$ cat config.mk
export PLATFORM = sky130hd
export DESIGN_NAME = ysyx_25060170_lsu_stage
export DESIGN_NICKNAME = d
export VERILOG_FILES = /design/src/rtl/ysyx_25060170_lsu_stage.sv
export SDC_FILE = /design/constraint.sdc
export NUM_CORES = 1
export LEC_CHECK = 0
export CORE_ASPECT_RATIO = 0.7
export CORE_MARGIN = 2
export CORE_UTILIZATION = 42
export CTS_CLUSTER_DIAMETER = 40
export DETAILED_ROUTE_END_ITERATION = 16
export GPL_TIMING_DRIVEN = 0
export HOLD_SLACK_MARGIN = 0.02
export PLACE_DENSITY = 0.87
export SYNTH_ARGS = -nofsm -noshare
export SYNTH_HDL_FRONTEND = slang
export SYNTH_SLANG_ARGS = --single-unit
$ cat constraint.sdc
create_clock -name clk -period 2.36 [get_ports clk]
set_clock_uncertainty 0.15 [all_clocks]
set_input_delay 0.354 -clock clk [delete_from_list [all_inputs] [get_ports clk]]
set_output_delay 0.354 -clock clk [all_outputs]
set_load 0.01 [all_outputs]
$ cat src/rtl/ysyx_25060170_lsu_stage.sv
`default_nettype none
// ============================================================================
//  Module      : ysyx_25060170_lsu_stage
//  Description : Memory-access stage between EXU and WBU. Issues one
//                load/store at a time over a req/rsp data-memory port,
//                extends load data and hands a registered result bundle
//                to WBU. Non-memory instructions pass through in one cycle.
//  Revision    : 1.0 - initial release
// ============================================================================
module ysyx_25060170_lsu_stage #(
   parameter int DATA_W = 32
) (
   input  logic              clk,
   input  logic              rst,
   // EXU side
   input  logic              in_valid,
   output logic              in_ready,
   input  logic [DATA_W-1:0] pc_i,
   input  logic [DATA_W-1:0] inst_i,
   input  logic [DATA_W-1:0] exu_res_i,
   input  logic [DATA_W-1:0] st_data_i,
   input  logic [4:0]        mem_ctl_i,
   input  logic [1:0]        wb_ctl_i,
   input  logic              rd_ena_i,
   input  logic [4:0]        rd_addr_i,
   // data-memory port
   output logic              dm_req_valid,
   input  logic              dm_req_ready,
   output logic [DATA_W-1:0] dm_addr,
   output logic              dm_wen,
   output logic [DATA_W-1:0] dm_wdata,
   output logic [3:0]        dm_wstrb,
   input  logic              dm_rsp_valid,
   input  logic [DATA_W-1:0] dm_rdata,
   // WBU side
   output logic              out_valid,
   input  logic              out_ready,
   output logic [DATA_W-1:0] pc_o,
   output logic [DATA_W-1:0] inst_o,
   output logic [DATA_W-1:0] exu_res_o,
   output logic [1:0]        wb_ctl_o,
   output logic              rd_ena_o,
   output logic [4:0]        rd_addr_o,
   output logic [DATA_W-1:0] ls_rd_data,
   output logic              ls_busy,
   output logic              ls_misalign
);

   typedef enum logic [1:0] {
      S_IDLE = 2'd0,
      S_REQ  = 2'd1,
      S_WAIT = 2'd2,
      S_DONE = 2'd3
   } state_t;

   state_t            r_state;
   logic              r_out_valid;
   logic              r_req_valid;
   logic              r_busy;
   logic              r_misalign;
   logic              r_is_load;
   logic [2:0]        r_funct3;
   logic [DATA_W-1:0] r_pc;
   logic [DATA_W-1:0] r_inst;
   logic [DATA_W-1:0] r_exu_res;
   logic [1:0]        r_wb_ctl;
   logic              r_rd_ena;
   logic [4:0]        r_rd_addr;
   logic [DATA_W-1:0] r_ls_rd_data;
   logic              r_dm_wen;
   logic [DATA_W-1:0] r_dm_wdata;
   logic [3:0]        r_dm_wstrb;

   logic              w_is_load;
   logic              w_is_store;
   logic              w_is_mem;
   logic [1:0]        w_off;
   logic [2:0]        w_f3;
   logic              w_bad_f3;
   logic              w_misalign;
   logic              w_fault;
   logic              w_go_bus;
   logic [3:0]        w_wstrb;
   logic [DATA_W-1:0] w_wdata;
   logic [DATA_W-1:0] w_lane;
   logic [DATA_W-1:0] w_ld_data;
   logic              w_in_fire;
   logic              w_out_fire;

   // Exactly one of load/store set marks a memory op; both or neither is pass-through.
   assign w_is_load  = mem_ctl_i[4] & ~mem_ctl_i[3];
   assign w_is_store = mem_ctl_i[3] & ~mem_ctl_i[4];
   assign w_is_mem   = w_is_load | w_is_store;
   assign w_off      = exu_res_i[1:0];
   assign w_f3       = mem_ctl_i[2:0];

   assign w_out_fire = r_out_valid & out_ready;
   assign in_ready   = ((r_state == S_IDLE) & ~r_out_valid) | w_out_fire;
   assign w_in_fire  = in_valid & in_ready;

   // Classify the incoming access: illegal funct3, misalignment and byte-lane strobes.
   always_comb begin
      w_bad_f3   = 1'b0;
      w_misalign = 1'b0;
      w_wstrb    = 4'b1111;
      if (w_is_load) begin
         w_bad_f3 = (w_f3 == 3'b011) | (w_f3 == 3'b110) | (w_f3 == 3'b111);
      end else begin
         w_bad_f3 = w_f3[2] | (w_f3[1:0] == 2'b11);
      end
      case (w_f3[1:0])
         2'b00:   w_wstrb = 4'b0001 << w_off;
         2'b01: begin
            w_wstrb    = 4'b0011 << w_off;
            w_misalign = w_off[0];
         end
         default: begin
            w_wstrb    = 4'b1111;
            w_misalign = (w_off != 2'b00);
         end
      endcase
   end

   assign w_fault  = w_is_mem & (w_bad_f3 | w_misalign);
   assign w_go_bus = w_is_mem & ~w_fault;
   assign w_wdata  = st_data_i << {w_off, 3'b000};

   // Pick the addressed lane out of the returned word and extend it by access type.
   always_comb begin
      w_lane    = dm_rdata >> {r_exu_res[1:0], 3'b000};
      w_ld_data = w_lane;
      case (r_funct3)
         3'b000:  w_ld_data = {{(DATA_W-8){w_lane[7]}},   w_lane[7:0]};
         3'b001:  w_ld_data = {{(DATA_W-16){w_lane[15]}}, w_lane[15:0]};
         3'b100:  w_ld_data = {{(DATA_W-8){1'b0}},        w_lane[7:0]};
         3'b101:  w_ld_data = {{(DATA_W-16){1'b0}},       w_lane[15:0]};
         default: w_ld_data = w_lane;
      endcase
   end

   // Stage FSM with registered bundle, bus request and status outputs.
   always_ff @(posedge clk or negedge rst) begin
      if (!rst) begin
         r_state      <= S_IDLE;
         r_out_valid  <= 1'b0;
         r_req_valid  <= 1'b0;
         r_busy       <= 1'b0;
         r_misalign   <= 1'b0;
         r_is_load    <= 1'b0;
         r_funct3     <= 3'b000;
         r_pc         <= '0;
         r_inst       <= '0;
         r_exu_res    <= '0;
         r_wb_ctl     <= 2'b00;
         r_rd_ena     <= 1'b0;
         r_rd_addr    <= 5'd0;
         r_ls_rd_data <= '0;
         r_dm_wen     <= 1'b0;
         r_dm_wdata   <= '0;
         r_dm_wstrb   <= 4'b0000;
      end else begin
         case (r_state)
            S_REQ: begin
               // A response arriving before the request is accepted is ignored.
               if (dm_req_ready) begin
                  r_state     <= S_WAIT;
                  r_req_valid <= 1'b0;
               end
            end
            S_WAIT: begin
               if (dm_rsp_valid) begin
                  r_state     <= S_DONE;
                  r_busy      <= 1'b0;
                  r_out_valid <= 1'b1;
                  if (r_is_load) begin
                     r_ls_rd_data <= w_ld_data;
                  end
               end
            end
            default: ;
         endcase

         if (w_out_fire) begin
            r_state     <= S_IDLE;
            r_out_valid <= 1'b0;
         end

         // New instruction may be latched in the same cycle the previous one leaves.
         if (w_in_fire) begin
            r_pc         <= pc_i;
            r_inst       <= inst_i;
            r_exu_res    <= exu_res_i;
            r_wb_ctl     <= wb_ctl_i;
            r_rd_addr    <= rd_addr_i;
            r_rd_ena     <= rd_ena_i & ~w_fault;
            r_misalign   <= w_fault;
            r_ls_rd_data <= '0;
            r_funct3     <= w_f3;
            r_is_load    <= w_is_load;
            r_dm_wen     <= w_is_store;
            r_dm_wdata   <= w_wdata;
            r_dm_wstrb   <= w_is_store ? w_wstrb : 4'b0000;
            if (w_go_bus) begin
               r_state     <= S_REQ;
               r_req_valid <= 1'b1;
               r_busy      <= 1'b1;
               r_out_valid <= 1'b0;
            end else begin
               r_state     <= S_DONE;
               r_req_valid <= 1'b0;
               r_busy      <= 1'b0;
               r_out_valid <= 1'b1;
            end
         end
      end
   end

   assign dm_req_valid = r_req_valid;
   assign dm_addr      = {r_exu_res[DATA_W-1:2], 2'b00};
   assign dm_wen       = r_dm_wen;
   assign dm_wdata     = r_dm_wdata;
   assign dm_wstrb     = r_dm_wstrb;
   assign out_valid    = r_out_valid;
   assign pc_o         = r_pc;
   assign inst_o       = r_inst;
   assign exu_res_o    = r_exu_res;
   assign wb_ctl_o     = r_wb_ctl;
   assign rd_ena_o     = r_rd_ena;
   assign rd_addr_o    = r_rd_addr;
   assign ls_rd_data   = r_ls_rd_data;
   assign ls_busy      = r_busy;
   assign ls_misalign  = r_misalign;

endmodule
`default_nettype wire

==> flow_summary.json, run 1 <==
{
  "synth_area_um2": 8340,
  "antenna_found_initial": 0,
  "r2r_slack_ns": 0.12,
  "worstSkewPairLatency_ns": 0.42,
  "cts-root-buf": "clkbuf_16",
  "ir_drop_mv": 0.738,
  "fin_nets": 1511,
  "hold_class": "input port to async pin",
  "grt_max_degree": 117,
  "p_int_mw": 10.4,
  "syn_inst": 920,
  "rsz0062_at_grt": "false",
  "p_total_mw": 16.6,
  "path_clk_slew_ns": 0.08,
  "total_leakage_power_nw": 6.11,
  "areaGrowthSynthToFinish_pct": 58.3,
  "pwr-share-clk": 0.166,
  "reg2reg_to": "ls_rd_data[20]",
  "numCtsBuffers": 17,
  "crit_chain": "buf_6, mux2_4, mux4_2, and3_1, buf_6, a221o_1",
  "critPathCapture": "ls_rd_data[20]",
  "multiInputGateArea_um2": 3270,
  "die_y_um": 122,
  "critical_path.max_stage_delay_ns": 0.48,
  "yosysSeqAreaShare": 0.549,
  "cap_violations": 0,
  "finalCriticalPeriod_ns": 2.24,
  "diodes": 0,
  "fp-row-count": 43,
  "cp.required_ns": 2.52,
  "core-area_um2": 19600,
  "fin_crit_sh": 0.951,
  "clk_path_buf_depth": 2,
  "p_sw_frac": 0.374,
  "cts.sinks": 183,
  "comb_power_share": 0.506,
  "seqPwrFrac": 0.328,
  "drive_above_1_share": 0.0956,
  "worstRegToRegCells": 6,
  "synth-seq-cells": 183,
  "critPathLaunchType": "register",
  "cts_tree": "done",
  "slew_headroom": 0.451,
  "startpoint": "exu_res_o[0]",
  "crit_slowest_cell": "mux4_2",
  "detailed_place_hpwl_um": 23000,
  "drv_slew": 0,
  "outcome": "complete, no violations",
  "via_per_inst": 5.04,
  "die_w_um": 172,
  "first_pass_iters": 7,
  "end_kind": "register",
  "worst_slew_pin_slew_ns": 0.821,
  "critPathArrivalTime_ns": 2.40,
  "hold_viol": 0,
  "wire_per_inst_um": 18.5,
  "vias": 8116,
  "grt_pass1_vias": 8211,
  "place_congestion": 0.972,
  "dr.first_iter.drc_count": 610,
  "io_buffers": 386,
  "p_switching_mw": 6.21,
  "final-setup-viol-count": 0,
  "pin_count": 389,
  "yosys_warnings": 0,
  "reg2reg_from": "exu_res_o[0]",
  "synthArstFlopShare": 1.00,
  "fmax_mhz": 446,
  "postSynthAreaPerCell_um2": 9.06,
  "wl_um": 29800,
  "synth_cell_type_count": 37,
  "ant_nets": 0,
  "start_util": 0.425,
  "overflow": 0,
  "grt_usage": 0.282,
  "fillers": 1525,
  "die_area_um2": 21000,
  "timing.hold.ws_ns": 0.296,
  "crit_type": "register to register",
  "htree_num_levels": 4,
  "critPathMostFrequentCell": "buf_6",
  "grt_pass1_wl_um": 44500,
  "cp_max_fo": 10,
  "seq_area_um2": 4580,
  "synth-edff-count": 0,
  "post-route-drc-count": 0,
  "powerDensity_nw_per_um2": 1260,
  "synth-main-ff-cell": "dfrtp_1"
}
sequential cells by signal (all words and copies together), names as in the netlist:
| signal | flops |
|---|---|
| rd_ena_o | 1 |
| out_valid | 1 |
| dm_wdata | 32 |
| exu_res_o | 32 |
| r_state | 2 |
| ls_busy | 1 |
| dm_wstrb | 4 |
| r_is_load | 1 |
| wb_ctl_o | 2 |
| dm_wen | 1 |
| inst_o | 32 |
| r_funct3 | 3 |
| rd_addr_o | 5 |
| pc_o | 32 |
| ls_rd_data | 32 |
| dm_req_valid | 1 |
| ls_misalign | 1 |
cell usage after synthesis (12+ instances only):
master / instances / area, um^2
dfrtp_1: 183 / 4580
o211ai_1: 15 / 113
a21oi_1: 46 / 230
mux2_2: 16 / 180
nor2_1: 15 / 56.3
buf_4: 32 / 240
o21ai_0: 36 / 180
nand2_1: 395 / 1480
mux2i_1: 31 / 310
buf_1: 12 / 45.0
clkbuf_1: 43 / 161
o2bb2ai_1: 14 / 123
nor2b_1: 13 / 81.3
how the worst min path moves through the flow:
stage	from	endpoint	slack (ns)	cells after the start
2_1_floorplan	rst	dm_req_valid	-0.09	0
3_3_place_gp	inst_o[7]	inst_o[7]	0.31	2
3_5_place_dp	rst	pc_o[7]	0.19	1
4_1_cts	inst_i[12]	inst_o[12]	0.28	3
5_1_grt	pc_i[4]	pc_o[4]	0.28	3
6_report	rst	pc_o[6]	0.30	2
routing by layer:
metal,GRT usage,up-vias,part of all wire
met5,0,-,0
met4,0.0804,0,0.020
met3,0.102,45,0.096
met2,0.491,374,0.50
met1,0.330,3903,0.39
li1,-,3794,-
final cells by class:
cell class,count,share of cell area
flip-flops and latches,183,0.347
well taps,270,0.0256
clock buffers,17,0.0322
clock inverters,14,0.0103
plain buffers,89,0.0389
multi-input cells,641,0.248
repair buffers,389,0.296
inverters,6,0.00171
per-stage QoR:
stage	setup TNS (ns)	utilization	instance area, um^2	worst slack, ns	std cells
global placement	-1318.78	0.639	12500	-6.81	1577
floorplan	0	-	8340	0.124	921
CTS	0	0.671	13200	0.00253	1609
detailed placement	-79.59	0.640	12600	-0.646	1578
global route	0	0.672	13200	0.00131	1609
finish	0	0.672	13200	0.117	1609
cell usage in the layout (no fill, tap or decap), drive strengths merged, types with 20 or more instances in the layout:
cell type and instances:
nand2 395, clkdlybuf4s50 384, dfrtp 183, clkbuf 58, buf 51, a21oi 46
o21ai 36, mux2i 31, mux2 20
power groups by stage:
| stage | clock [mW] | sequential [mW] | combinational (mW) |
|---|---|---|---|
| global route | 2.96 | 5.62 | 9.07 |
| CTS | 2.82 | 5.45 | 8.42 |
| detailed placement | 0 | 5.49 | 8.35 |
| global placement | 0 | 5.43 | 8.16 |
| floorplan | 0 | 6.03 | 2.98 |
| finish | 2.75 | 5.46 | 8.40 |
worst max-delay path, delay by kind of cell, from the launching register on:
kind	cells	cell delay, ns
DFF	1	0.42
AOI/OAI and AO/OA	1	0.27
muxes	2	0.79
buffers and inverters	2	0.30
and+or+nand+nor	1	0.20
kinds of logic (layout without fill, tap and decap cells):
kind of cell / after synthesis / in the layout / synth area share
AO/OA/AOI/OAI: 142 / 142 / 0.108
adder cells (fa/ha/maj): 5 / 5 / 0.00750
buffers and inverters: 97 / 515 / 0.0602
flip-flops: 183 / 183 / 0.549
multiplexers: 52 / 52 / 0.0678
other: 1 / 2 / 0.000450
AND/OR/NAND/NOR: 440 / 440 / 0.207
repair_timing:
action                                  in CTS  in global routing
gates resized for setup                     24                 25
endpoints found under the setup margin     166                 99
pin swaps                                    0                  0
setup buffers                                0                  1
hold endpoints to repair                    67                  0
hold buffers                                 1                  0
(Power assumes the default switching activity.)
==> inputs of run 2 (changes only) <==
--- a/config.mk
+++ b/config.mk
@@ -12,7 +12,7 @@
 export DETAILED_ROUTE_END_ITERATION = 16
 export GPL_TIMING_DRIVEN = 0
 export HOLD_SLACK_MARGIN = 0.02
-export PLACE_DENSITY = 0.87
+export PLACE_DENSITY = 0.88
 export SYNTH_ARGS = -nofsm -noshare
 export SYNTH_HDL_FRONTEND = slang
 export SYNTH_SLANG_ARGS = --single-unit
==> run 2 against run 1 <==
Effect of this change:
- final cell count is 0.12% higher
- non-clock buffer count grew 1
- critical path depth is the same
- fmax down 2.3%
- die area unchanged
- clock-buffer cell count is the same
- combinational power increased by 0.5%
- utilization up 0.39 points
- register-to-register slack worse by 0.05 ns
- wire length rose by 0.17%
- critical path type unchanged
==> flow_summary.json, run 2 (synthesis results as in run 1) <==
{
  "critPathArrivalTime_ns": 2.44,
  "worstRegToRegCells": 6,
  "layout_common_cells": "394 x nand2_1, 384 x clkdlybuf4s50_1, 183 x dfrtp_1",
  "wire_per_inst_um": 18.5,
  "fin_crit_sh": 0.973,
  "ant_nets": 0,
  "ir_drop_mv": 0.690,
  "powerDensity_nw_per_um2": 1280,
  "io_buffers": 386,
  "grt_usage": 0.283,
  "critPathLaunchType": "register",
  "fin_util": 0.676,
  "seq_area_um2": 4580,
  "grt_max_degree": 104,
  "antenna_found_initial": 0,
  "final_common_cell": "nand2_1",
  "final-setup-viol-count": 0,
  "cp.required_ns": 2.51,
  "fp-row-count": 43,
  "finalCriticalPeriod_ns": 2.30,
  "dr.first_iter.drc_count": 615,
  "fmax_mhz": 436,
  "hold_viol": 0,
  "numCtsBuffers": 17,
  "drv_slew": 0,
  "worstSkewPairLatency_ns": 0.43,
  "post-route-drc-count": 0,
  "diodes": 0,
  "grt_pass1_vias": 8116,
  "rsz0062_at_grt": "false",
  "die_y_um": 122,
  "cap_violations": 0,
  "crit_type": "register to register",
  "pin_count": 389,
  "cts.sinks": 183,
  "slew_headroom": 0.463,
  "clk_path_buf_depth": 2,
  "vias": 8117,
  "multiInputGateArea_um2": 3270,
  "htree_num_levels": 4,
  "overflow": 0,
  "setup-tns-final_ns": 0,
  "start_util": 0.425,
  "total_leakage_power_nw": 6.15,
  "hold_class": "input port to register",
  "place_congestion": 0.971,
  "detailed_place_hpwl_um": 23100,
  "end_kind": "register",
  "layout.cells.non_filler": 1611,
  "core-area_um2": 19600,
  "cp_max_fo": 10,
  "first_pass_iters": 6,
  "drive_above_1_share": 0.0969,
  "die_area_um2": 21000,
  "cts_tree": "done",
  "areaGrowthSynthToFinish_pct": 59.2,
  "wl_um": 29900,
  "outcome": "complete, no violations",
  "cts-root-buf": "clkbuf_16",
  "place_inst": 1578,
  "path_clk_slew_ns": 0.08,
  "fin_nets": 1512,
  "worst_slew_pin_slew_ns": 0.805,
  "die_w_um": 172,
  "worstHoldPathCells": 3,
  "via_per_inst": 5.04,
  "fillers": 1507,
  "grt_pass1_wl_um": 44700
}
[run 2: metal layers]
layer  part of all wire  wire length [um]  GRT usage  vias up
met5                  0                 0          0        -
met4              0.023               680     0.0830        0
met3              0.097              2900     0.0975       50
met2               0.50             14800      0.486      346
met1               0.38             11500      0.338     3913
li1                   -                 -          -     3808
[run 2: report_power, final]
group	switching, mW	total (mW)	internal, mW
registers	0.917	5.47	4.56
logic	3.99	8.44	4.45
clock network	1.40	3.04	1.64
total	6.31	16.9	10.6
[run 2: final timing paths]
| kind | startpoint | to | slack, ns |
|---|---|---|---|
| worst max-delay path | exu_res_o[0] | ls_rd_data[23] | 0.06 |
| worst min-delay path | pc_i[6] | pc_o[6] | 0.29 |
| worst max register to register | exu_res_o[0] | ls_rd_data[23] | 0.06 |
| worst min register to register | pc_o[25] | pc_o[25] | 0.32 |
| max in group asynchronous | rst | ls_rd_data[1] | 0.78 |
| min in group asynchronous | rst | pc_o[5] | 0.39 |
[run 2: metrics by stage]
| step | hold WS [ns] | instance area (um^2) | setup WS [ns] | total power [mW] |
|---|---|---|---|---|
| 2_1_floorplan | -0.0916 | 8340 | 0.124 | 9.01 |
| 3_3_place_gp | 0.307 | 12500 | -6.79 | 13.6 |
| 3_5_place_dp | 0.309 | 12600 | -0.750 | 13.9 |
| 4_1_cts | 0.278 | 13200 | -0.0632 | 17.0 |
| 5_1_grt | 0.288 | 13300 | 0.0189 | 17.9 |
| 6_report | 0.293 | 13300 | 0.0642 | 16.9 |
[run 2: final cells by class]
| type | count | area share |
|---|---|---|
| Clock buffer | 17 | 0.0320 |
| Clock inverter | 15 | 0.0153 |
| Tap cell | 270 | 0.0254 |
| Buffer | 90 | 0.0392 |
| Inverter | 6 | 0.00170 |
| Timing Repair Buffer | 389 | 0.295 |
| Multi-Input combinational cell | 641 | 0.247 |
| Sequential cell | 183 | 0.345 |
[run 2: what timing repair did]
item | CTS | global route
gates resized for setup | 21 | 32
endpoints found under the hold margin | 102 | 0
setup endpoints to repair | 160 | 146
setup buffers | 1 | 0
hold buffers | 1 | 0
[run 2: critical path, stage by stage, from the launching register on]
cell,delay [ns]
dfrtp_1,0.42
buf_6,0.18
mux2_4,0.32
mux4_2,0.49
and3_1,0.20
buf_6,0.13
a221o_1,0.27
==> inputs of run 3 (changes only) <==
--- a/config.mk
+++ b/config.mk
@@ -7,12 +7,13 @@
 export LEC_CHECK = 0
 export CORE_ASPECT_RATIO = 0.7
 export CORE_MARGIN = 2
-export CORE_UTILIZATION = 42
+export CORE_UTILIZATION = 30
 export CTS_CLUSTER_DIAMETER = 40
 export DETAILED_ROUTE_END_ITERATION = 16
 export GPL_TIMING_DRIVEN = 0
 export HOLD_SLACK_MARGIN = 0.02
-export PLACE_DENSITY = 0.88
+export PLACE_DENSITY = 0.68
+export SLEW_MARGIN = 20
 export SYNTH_ARGS = -nofsm -noshare
 export SYNTH_HDL_FRONTEND = slang
 export SYNTH_SLANG_ARGS = --single-unit
==> run 3 against run 2 <==
Effect of this change:
- critical path depth stayed put
- combinational power about the same
- clock power decreased by 8.2%
- sequential share of layout area is 0.18 points lower
- hold slack got worse by 0.0020 ns
- setup slack gained 0.012 ns
- power down 1.5%
- critical endpoint is now ls_rd_data[21]
- die area up 39%
- highest routed layer unchanged
- final area is 0.55% higher
- sequential power is essentially flat
- via count fell by 1.8%
==> flow_summary.json, run 3 (synthesis results as in run 1) <==
{
  "cp.required_ns": 2.53,
  "hold_viol": 0,
  "die_y_um": 143,
  "drive_above_1_share": 0.0978,
  "first_pass_iters": 5,
  "powerDensity_nw_per_um2": 1250,
  "worstSkewPairLatency_ns": 0.43,
  "pin_count": 389,
  "critPathLaunchType": "register",
  "numCtsBuffers": 17,
  "fmax_mhz": 438,
  "place_inst": 1679,
  "drv_slew": 0,
  "outcome": "complete, no violations",
  "die_w_um": 203,
  "htree_num_levels": 4,
  "final-setup-viol-count": 0,
  "core-area_um2": 27600,
  "critPathArrivalTime_ns": 2.45,
  "layout.cells.non_filler": 1712,
  "start_util": 0.303,
  "total_leakage_power_nw": 6.11,
  "areaGrowthSynthToFinish_pct": 60.1,
  "worstRegToRegCells": 6,
  "rsz0062_at_grt": "false",
  "cts_tree": "done",
  "final_common_cell": "nand2_1",
  "grt_max_degree": 95,
  "end_kind": "register",
  "antenna_found_initial": 1,
  "fillers": 2622,
  "met3_length_um": 3100,
  "path_clk_slew_ns": 0.07,
  "overflow": 0,
  "fp-row-count": 51,
  "cts-root-buf": "clkbuf_16",
  "dr.first_iter.drc_count": 383,
  "cap_violations": 0,
  "cts.sinks": 183,
  "wl_met1_um": 13100,
  "grt_pass1_wl_um": 46300,
  "worstHoldPathCells": 3,
  "p_total_mw": 16.7,
  "hold_class": "input port to register",
  "worst_slew_pin_slew_ns": 0.736,
  "layout_common_cells": "394 x nand2_1, 384 x clkdlybuf4s50_1, 182 x dfrtp_1",
  "via_per_inst": 4.66,
  "placed_area_um2": 12700,
  "die_area_um2": 29200,
  "place_congestion": 0.922,
  "fin_nets": 1511,
  "fin_crit_sh": 0.967,
  "wire_per_inst_um": 18.2,
  "cp_max_fo": 10,
  "crit_type": "register to register",
  "ir_drop_mv": 0.592,
  "timing.hold.ws_ns": 0.291,
  "grt_usage": 0.211,
  "grt_pass1_vias": 7992,
  "clk_path_buf_depth": 2,
  "maxUsedRoutingLayer": "met4",
  "io_buffers": 386,
  "fin_area_um2": 13300,
  "finalCriticalPeriod_ns": 2.28,
  "wl_um": 31100,
  "detailed_place_hpwl_um": 24100,
  "vias": 7974,
  "slew_headroom": 0.509,
  "post-route-drc-count": 0,
  "dr_wl_met2_um": 14300,
  "ant_nets": 0
}
run 3: power by group:
group          internal [mW]  leakage (nW)  switching [mW]
registers               4.56          2.33           0.937
clock network           1.52         0.263            1.27
logic                   4.45          3.51            3.96
total                   10.5          6.11            6.16
run 3: cell type report:
| cell class | count | area [um^2] | area share |
|---|---|---|---|
| inverter | 6 | 22.5 | 0.00169 |
| antenna | 1 | 2.50 | 0.000187 |
| multi-input combinational | 641 | 3280 | 0.246 |
| sequential | 183 | 4580 | 0.343 |
| clock inverter | 10 | 96.3 | 0.00722 |
| tap | 371 | 464 | 0.0348 |
| timing repair buffer | 389 | 3910 | 0.293 |
| buffer | 89 | 524 | 0.0393 |
| clock buffer | 22 | 464 | 0.0348 |
run 3: critical path, cell delays in order, from the launching register on:
cell,delay [ns]
dfrtp_2,0.45
buf_6,0.16
mux2_4,0.31
mux4_2,0.50
and3_1,0.20
buf_6,0.13
a221o_1,0.26
run 3: per-layer routing:
metal	up-vias	track usage
met5	-	0
met4	0	0.0657
met3	30	0.0769
met2	337	0.336
met1	3805	0.268
li1	3802	-
run 3: timing repair:
item | 4_1_cts | 5_1_grt
buffers inserted | 1 | 0
hold endpoints to repair | 89 | 0
gates resized for setup | 32 | 26
setup endpoints to repair | 168 | 103
pin swaps | 0 | 0
hold buffers | 1 | 0
run 3: path summary, 6_finish.rpt:
kind                         startpoint              to  slack [ns]
hold / removal                inst_i[9]       inst_o[9]        0.29
setup reg to reg           exu_res_o[0]  ls_rd_data[21]        0.08
hold reg to reg                pc_o[17]        pc_o[17]        0.33
max in group asynchronous           rst    exu_res_o[0]        0.79
setup / recovery           exu_res_o[0]  ls_rd_data[21]        0.08
min in group asynchronous           rst   exu_res_o[31]        0.35
run 3: stage by stage:
stage	worst slack, ns	utilization	setup TNS (ns)
floorplan	0.124	-	0
global placement	-7.15	0.460	-1406.22
detailed placement	-0.905	0.461	-108.63
CTS	0.00735	0.483	0
global route	0.00593	0.484	0
finish	0.0767	0.484	0
